**config.mk**
```make
export PLATFORM = sky130hd
export DESIGN_NAME = adder_err_sweep_ctrl
export DESIGN_NICKNAME = d
export VERILOG_FILES = /design/src/rtl/adder_err_pkg.sv /design/src/rtl/adder_err_accum.sv /design/src/rtl/adder_err_sweep_ctrl.sv
export SDC_FILE = /design/constraint.sdc
export NUM_CORES = 1
export LEC_CHECK = 0
export BUFFER_PORTS_ARGS = -buffer_cell sky130_fd_sc_hd__buf_4
export CORE_MARGIN = 3
export CORE_UTILIZATION = 52
export DETAILED_ROUTE_END_ITERATION = 8
export GPL_TIMING_DRIVEN = 0
export MAX_ROUTING_LAYER = met4
export PLACE_DENSITY = 0.76
export SYNTH_ARGS = -nofsm -noshare
export SYNTH_HDL_FRONTEND = slang
export SYNTH_HIERARCHICAL = 1
export SYNTH_SLANG_ARGS = --single-unit
```
**constraint.sdc**
```tcl
create_clock -name clk -period 3.1 [get_ports clk]
set_input_delay 0.155 -clock clk [delete_from_list [all_inputs] [get_ports clk]]
set_output_delay 0.155 -clock clk [all_outputs]
set_load 0.05 [all_outputs]
```
**src/rtl/adder_err_pkg.sv**
```systemverilog
// Shared types and width helpers for the approximate-adder error sweep.
// Accumulator widths are chosen so no metric can wrap over a full 2^(2W) sweep.
package adder_err_pkg;

  typedef enum logic [1:0] {IDLE, RUN, FLUSH, DONE} state_e;

  function automatic int cnt_w(input int w);
    return 2 * w + 1;
  endfunction

  function automatic int sae_w(input int w);
    return 3 * w + 1;
  endfunction

endpackage

```
**src/rtl/adder_err_accum.sv**
```systemverilog
// One-deep stage register followed by |dut - exact| and the three error accumulators.
// A captured vector is accumulated on the edge after capture; clr wipes stage and metrics.
module adder_err_accum
  import adder_err_pkg::*;
#(
  parameter int W = 6
) (
  input  logic                  clk,
  input  logic                  rst_n,
  input  logic                  clr,
  input  logic                  cap_vld,
  input  logic [W:0]            exact,
  input  logic [W:0]            dut_sum,
  output logic [cnt_w(W)-1:0]   err_cnt,
  output logic [W:0]            max_ae,
  output logic [sae_w(W)-1:0]   sum_ae
);

  localparam int CW = cnt_w(W);
  localparam int SW = sae_w(W);

  logic            stg_vld_q;
  logic [W:0]      stg_exact_q;
  logic [W:0]      stg_sum_q;
  logic [CW-1:0]   err_cnt_q;
  logic [W:0]      max_ae_q;
  logic [SW-1:0]   sum_ae_q;
  logic [W:0]      ae_d;

  always_comb begin
    ae_d = (stg_sum_q >= stg_exact_q) ? (stg_sum_q - stg_exact_q)
                                      : (stg_exact_q - stg_sum_q);
  end

  always_ff @(posedge clk) begin
    if (!rst_n || clr) begin
      stg_vld_q   <= 1'b0;
      stg_exact_q <= '0;
      stg_sum_q   <= '0;
      err_cnt_q   <= '0;
      max_ae_q    <= '0;
      sum_ae_q    <= '0;
    end else begin
      stg_vld_q   <= cap_vld;
      stg_exact_q <= exact;
      stg_sum_q   <= dut_sum;
      if (stg_vld_q) begin
        err_cnt_q <= err_cnt_q + {{(CW-1){1'b0}}, (ae_d != '0)};
        sum_ae_q  <= sum_ae_q + {{(SW-W-1){1'b0}}, ae_d};
        if (ae_d > max_ae_q) max_ae_q <= ae_d;
      end
    end
  end

  assign err_cnt = err_cnt_q;
  assign max_ae  = max_ae_q;
  assign sum_ae  = sum_ae_q;

endmodule

```
**src/rtl/adder_err_sweep_ctrl.sv**
```systemverilog
// Exhaustive error sweep of an external combinational W-bit adder over all 2^(2W) operand pairs.
// done pulses in the cycle after edge E(N+1) from the accept edge; each hold cycle in RUN adds one.
module adder_err_sweep_ctrl
  import adder_err_pkg::*;
#(
  parameter int W = 6
) (
  input  logic                  clk,
  input  logic                  rst_n,
  input  logic                  start,
  input  logic                  hold,
  output logic [W-1:0]          op_a,
  output logic [W-1:0]          op_b,
  input  logic [W:0]            dut_sum,
  output logic                  busy,
  output logic                  done,
  output logic [cnt_w(W)-1:0]   err_cnt,
  output logic [W:0]            max_ae,
  output logic [sae_w(W)-1:0]   sum_ae
);

  state_e          state_q;
  logic [2*W-1:0]  cnt_q;
  logic [2*W-1:0]  cnt_d;
  logic            busy_q;
  logic            done_q;
  logic            accept;
  logic            cap_vld;
  logic [W:0]      exact;

  assign accept  = start && (state_q == IDLE || state_q == DONE);
  assign cap_vld = (state_q == RUN) && !hold;
  assign cnt_d   = cnt_q + 1'b1;
  assign op_a    = cnt_q[W-1:0];
  assign op_b    = cnt_q[2*W-1:W];
  assign exact   = {1'b0, op_a} + {1'b0, op_b};

  always_ff @(posedge clk) begin
    if (!rst_n) begin
      state_q <= IDLE;
      cnt_q   <= '0;
      busy_q  <= 1'b0;
      done_q  <= 1'b0;
    end else begin
      done_q <= 1'b0;
      case (state_q)
        IDLE: begin
          if (accept) begin
            state_q <= RUN;
            cnt_q   <= '0;
            busy_q  <= 1'b1;
          end
        end
        RUN: begin
          if (!hold) begin
            // counter wraps to 0 on the last capture, so operands read 0 afterwards
            cnt_q <= cnt_d;
            if (cnt_q == '1) state_q <= FLUSH;
          end
        end
        FLUSH: begin
          state_q <= DONE;
          busy_q  <= 1'b0;
          done_q  <= 1'b1;
        end
        DONE: begin
          if (accept) begin
            state_q <= RUN;
            cnt_q   <= '0;
            busy_q  <= 1'b1;
          end else begin
            state_q <= IDLE;
          end
        end
        default: state_q <= IDLE;
      endcase
    end
  end

  assign busy = busy_q;
  assign done = done_q;

  adder_err_accum #(.W(W)) u_accum (
    .clk     (clk),
    .rst_n   (rst_n),
    .clr     (accept),
    .cap_vld (cap_vld),
    .exact   (exact),
    .dut_sum (dut_sum),
    .err_cnt (err_cnt),
    .max_ae  (max_ae),
    .sum_ae  (sum_ae)
  );

endmodule

```
==> run summary <==
Mapped Area: 0.004239 sq mm
setup slack after layout: -0.2992 ns
num rows: 32
RD Place Congestion: 0.8833
Worst Hold Path Cells: 2
Max stage delay cell, worst path: a2111oi_4
EDFF count, synth: 0
Worst EP arrival: 3.62 ns
IO Port Bufs: 63
Cell variety after synth: 66
crit-path max cell delay: 0.45 ns
WL/cell: 17.63 microns
final worst path period need: 3.399 ns
Fmax: 294.2 MHz
Inserted Clock Buffers: 9
Comb power frac: 54.9%
Clock power frac: 17.7%
initial core utilization: 54.29%
CP bufs+invs: 2
worst reg2reg path depth: 14
Clock transition at path regs: 0.09 ns
num ports: 64
hold path endpoint: u_accum/stg_sum_q[6]$_SDFF_PP0_
RSZ-0062 raised after global routing: true
share of cells above drive strength 1: 40.20%
GRT Resource Usage Total: 24.68%
die height: 96.29 microns
CP delay by family, top: compound AO/OA/AOI/OAI gates
clk sinks: 70
Final TNS setup: -4.479 ns
Syn. warnings: 6
run status: complete, but fails checks
Period Utilization, post-route: 109.7%
core area: 0.007807 sq mm
number of diodes: 0
failing checks: setup timing
initial antenna violation count: 0
Critical Path RT: 3.32 ns
hpwl dp: 7075 microns
Root Driver: clkbuf_8
crit-path cells: inv_2 -> ha_4 -> fa_2 -> nand3b_1 -> nand2_2 -> nor3b_2 -> a2111oi_4 -> ha_1 -> nand4_1 -> o21bai_1 -> a31oi_2 -> buf_6 -> mux2i_1 -> nor2_1
die area: 0.009272 sq mm
synthesized area per cell: 8.924 sq um
TritonCTS clock tree: done
Worst Tran Pin Value: 0.7317 ns
fin. max-slew vios: 0
Multi-input gate area: 0.003178 sq mm
Final Hold Fails: 0
reg2reg setup slack: -0.30 ns
H-tree levels: 3
dpl cells: 640
crit-path max FO: 5
Die X-Extent: 96.29 microns
Final Total Pwr: 3.633 mW
pwr dens: 606.1 mW/mm^2
clock skew: 0.01948 ns
Crit Reg-Reg Startpoint: u_accum/stg_sum_q[0]$_SDFF_PP0_
Worst Hold Margin: 0.01085 ns
largest net degree at the start of global routing: 12
CP Class: reg2reg
Synth-to-Final Area Change: 41.38%
final std cells w/o fill: 699
Residual DRC: 0
Peak VDD IR: 0.4928 mV
relative slew slack: 50.89%
Final nets: 650
Reg area: 0.001415 sq mm
Net Count, Synth: 532
Critical Path End Type: flip-flop
Main synth FF type: dfxtp_1
WL final: 12320 microns
Pint: 2.168 mW
vias in the first global route: 3734
Worst R2R End: u_accum/max_ae[3]$_SDFFE_PP0P_
global-route wire length before repair: 17340 microns
Sequential Power Share: 27.4%
worst skew pair latency: 0.35 ns
asr flop ratio synth: 0%
sw frac: 40.32%
drt pass-1 iters: 5
fillers: 498
Hold Path Class: in2reg
fin util: 76.76%
Sw Pwr: 1.465 mW
initial drt markers: 164
Setup-failing EPs final: 26
hold path start: dut_sum[6]
Via density: 5.730
MaxCap Viol Count: 0
sequential fraction of the synthesis area: 33.06%
total congestion overflow: 0
clock buffer depth: 2
Syn Inst Count: 475
vias: 4005
static leakage: 2.457 nW
crit start category: flip-flop
synthesized flop and latch total: 70
ANT nets after route: 0
[power groups by stage]
stage / registers (mW) / clock network (mW) / logic [mW]
after global placement: 1.01 / 0 / 1.20
after floorplan: 1.07 / 0 / 0.919
after detailed placement: 1.01 / 0 / 1.23
after global routing: 1.00 / 0.694 / 2.11
final: 0.996 / 0.644 / 1.99
after CTS: 0.992 / 0.642 / 1.54
[worst max-delay path by stage]
stage | from | endpoint | slack, ns | cells past startpoint
after global routing | u_accum/stg_sum_q[0]$_SDFF_PP0_ | u_accum/max_ae[4]$_SDFFE_PP0P_ | -0.40 | 14
after global placement | u_accum/stg_exact_q[4]$_SDFF_PP0_ | u_accum/sum_ae[14]$_SDFFE_PP0P_ | -0.41 | 15
final | u_accum/stg_sum_q[0]$_SDFF_PP0_ | u_accum/max_ae[3]$_SDFFE_PP0P_ | -0.30 | 14
after floorplan | u_accum/stg_exact_q[5]$_SDFF_PP0_ | u_accum/sum_ae[14]$_SDFFE_PP0P_ | -0.03 | 15
after detailed placement | u_accum/stg_exact_q[4]$_SDFF_PP0_ | u_accum/sum_ae[16]$_SDFFE_PP0P_ | -0.52 | 15
after CTS | u_accum/stg_exact_q[2]$_SDFF_PP0_ | u_accum/sum_ae[18]$_SDFFE_PP0P_ | -0.1 | 16
[cells in the final DEF (no fill, tap or decap), types with 11 or more instances in the layout]
| cell | count |
|---|---|
| buf_4 | 99 |
| dfxtp_1 | 63 |
| nor2_1 | 34 |
| inv_1 | 31 |
| ha_1 | 27 |
| and2_1 | 22 |
| nand2_1 | 21 |
| a21oi_1 | 19 |
| buf_6 | 14 |
| xnor2_1 | 14 |
| ha_4 | 14 |
| a21oi_2 | 13 |
| xor2_1 | 12 |
| mux2i_1 | 12 |
| clkbuf_8 | 11 |
[flip-flops by register name (all words and copies together), names as in the netlist]
| register | cells |
|---|---|
| busy | 1 |
| cnt_q | 12 |
| done | 1 |
| state_q | 2 |
| u_accum/err_cnt | 13 |
| u_accum/max_ae | 7 |
| u_accum/stg_exact_q | 7 |
| u_accum/stg_sum_q | 7 |
| u_accum/stg_vld_q | 1 |
| u_accum/sum_ae | 19 |
[cell usage after synthesis (4+ instances only)]
| cell type | count | area, sq um |
|---|---|---|
| nor2b_1 | 10 | 62.56 |
| ha_1 | 42 | 525.5 |
| a21oi_1 | 35 | 175.2 |
| a21o_1 | 6 | 45.04 |
| nor2_1 | 34 | 127.6 |
| o21ai_1 | 6 | 30.03 |
| dfxtp_1 | 70 | 1401 |
| nand3_1 | 9 | 45.04 |
| a211oi_1 | 5 | 37.54 |
| xnor2_1 | 16 | 140.1 |
| nor4_1 | 4 | 25.02 |
| or4_1 | 5 | 37.54 |
| or3_1 | 8 | 50.05 |
| and2_1 | 24 | 150.1 |
| o31ai_1 | 5 | 37.54 |
| nand2_1 | 27 | 101.4 |
| mux2i_1 | 14 | 140.1 |
| fa_1 | 4 | 80.08 |
| inv_1 | 41 | 153.9 |
| nand4_1 | 9 | 56.30 |
| clkbuf_1 | 5 | 18.77 |
| xor2_1 | 13 | 113.9 |
| o21ai_0 | 14 | 70.07 |
[metrics by stage]
step	instance area (sq um)	worst slack, ns
3_5_place_dp	4930	-0.5166
3_3_place_gp	4930	-0.4093
2_1_floorplan	4329	-0.03100
4_1_cts	5532	-0.09918
6_report	5993	-0.2992
5_1_grt	5993	-0.3971
[worst register-to-register path, stage by stage, from the launching register on]
cell and delay, ns:
dfxtp_2 0.35, inv_2 0.05, ha_4 0.16, fa_2 0.36, nand3b_1 0.27, nand2_2 0.18
nor3b_2 0.08, a2111oi_4 0.45, ha_1 0.28, nand4_1 0.17, o21bai_1 0.23, a31oi_2 0.22
buf_6 0.18, mux2i_1 0.25, nor2_1 0.07
[routing by layer]
| metal | vias up | wire length (microns) | global-route usage, % |
|---|---|---|---|
| met1 | 1949 | 5058 | 28.14 |
| met3 | 39 | 596 | 5.238 |
| met5 | - | 0 | - |
| met4 | 0 | 314 | 7.827 |
| li1 | 1884 | - | - |
| met2 | 133 | 6350 | 43.13 |
[cell type report]
| cell class | count | share of cell area (%) |
|---|---|---|
| clock inverters | 5 | 0.4593 |
| multi-input cells | 348 | 53.03 |
| plain buffers | 14 | 1.858 |
| repair buffers | 109 | 14.18 |
| well taps | 102 | 2.129 |
| clock buffers | 10 | 2.129 |
| flip-flops and latches | 70 | 23.61 |
| inverters | 41 | 2.610 |
[cell families after synthesis]
logic type / count (synthesis) / share of synthesized area, %
and+or+nand+nor: 162 / 21.84
AOI/OAI and AO/OA: 95 / 14.70
DFF: 70 / 33.06
buffers and inverters: 57 / 6.228
adders and majority gates: 46 / 14.29
xor gates and xnor gates: 29 / 5.992
muxes: 16 / 3.896
[what timing repair did]
item | in CTS | in global routing
pin swaps | 27 | 42
endpoints found under the setup margin | 26 | 33
buffers inserted | 23 | 22
cloned | 2 | 1
hold buffers | 0 | 0
gates resized for setup | 58 | 73
Power figures use the tool's default switching activity.
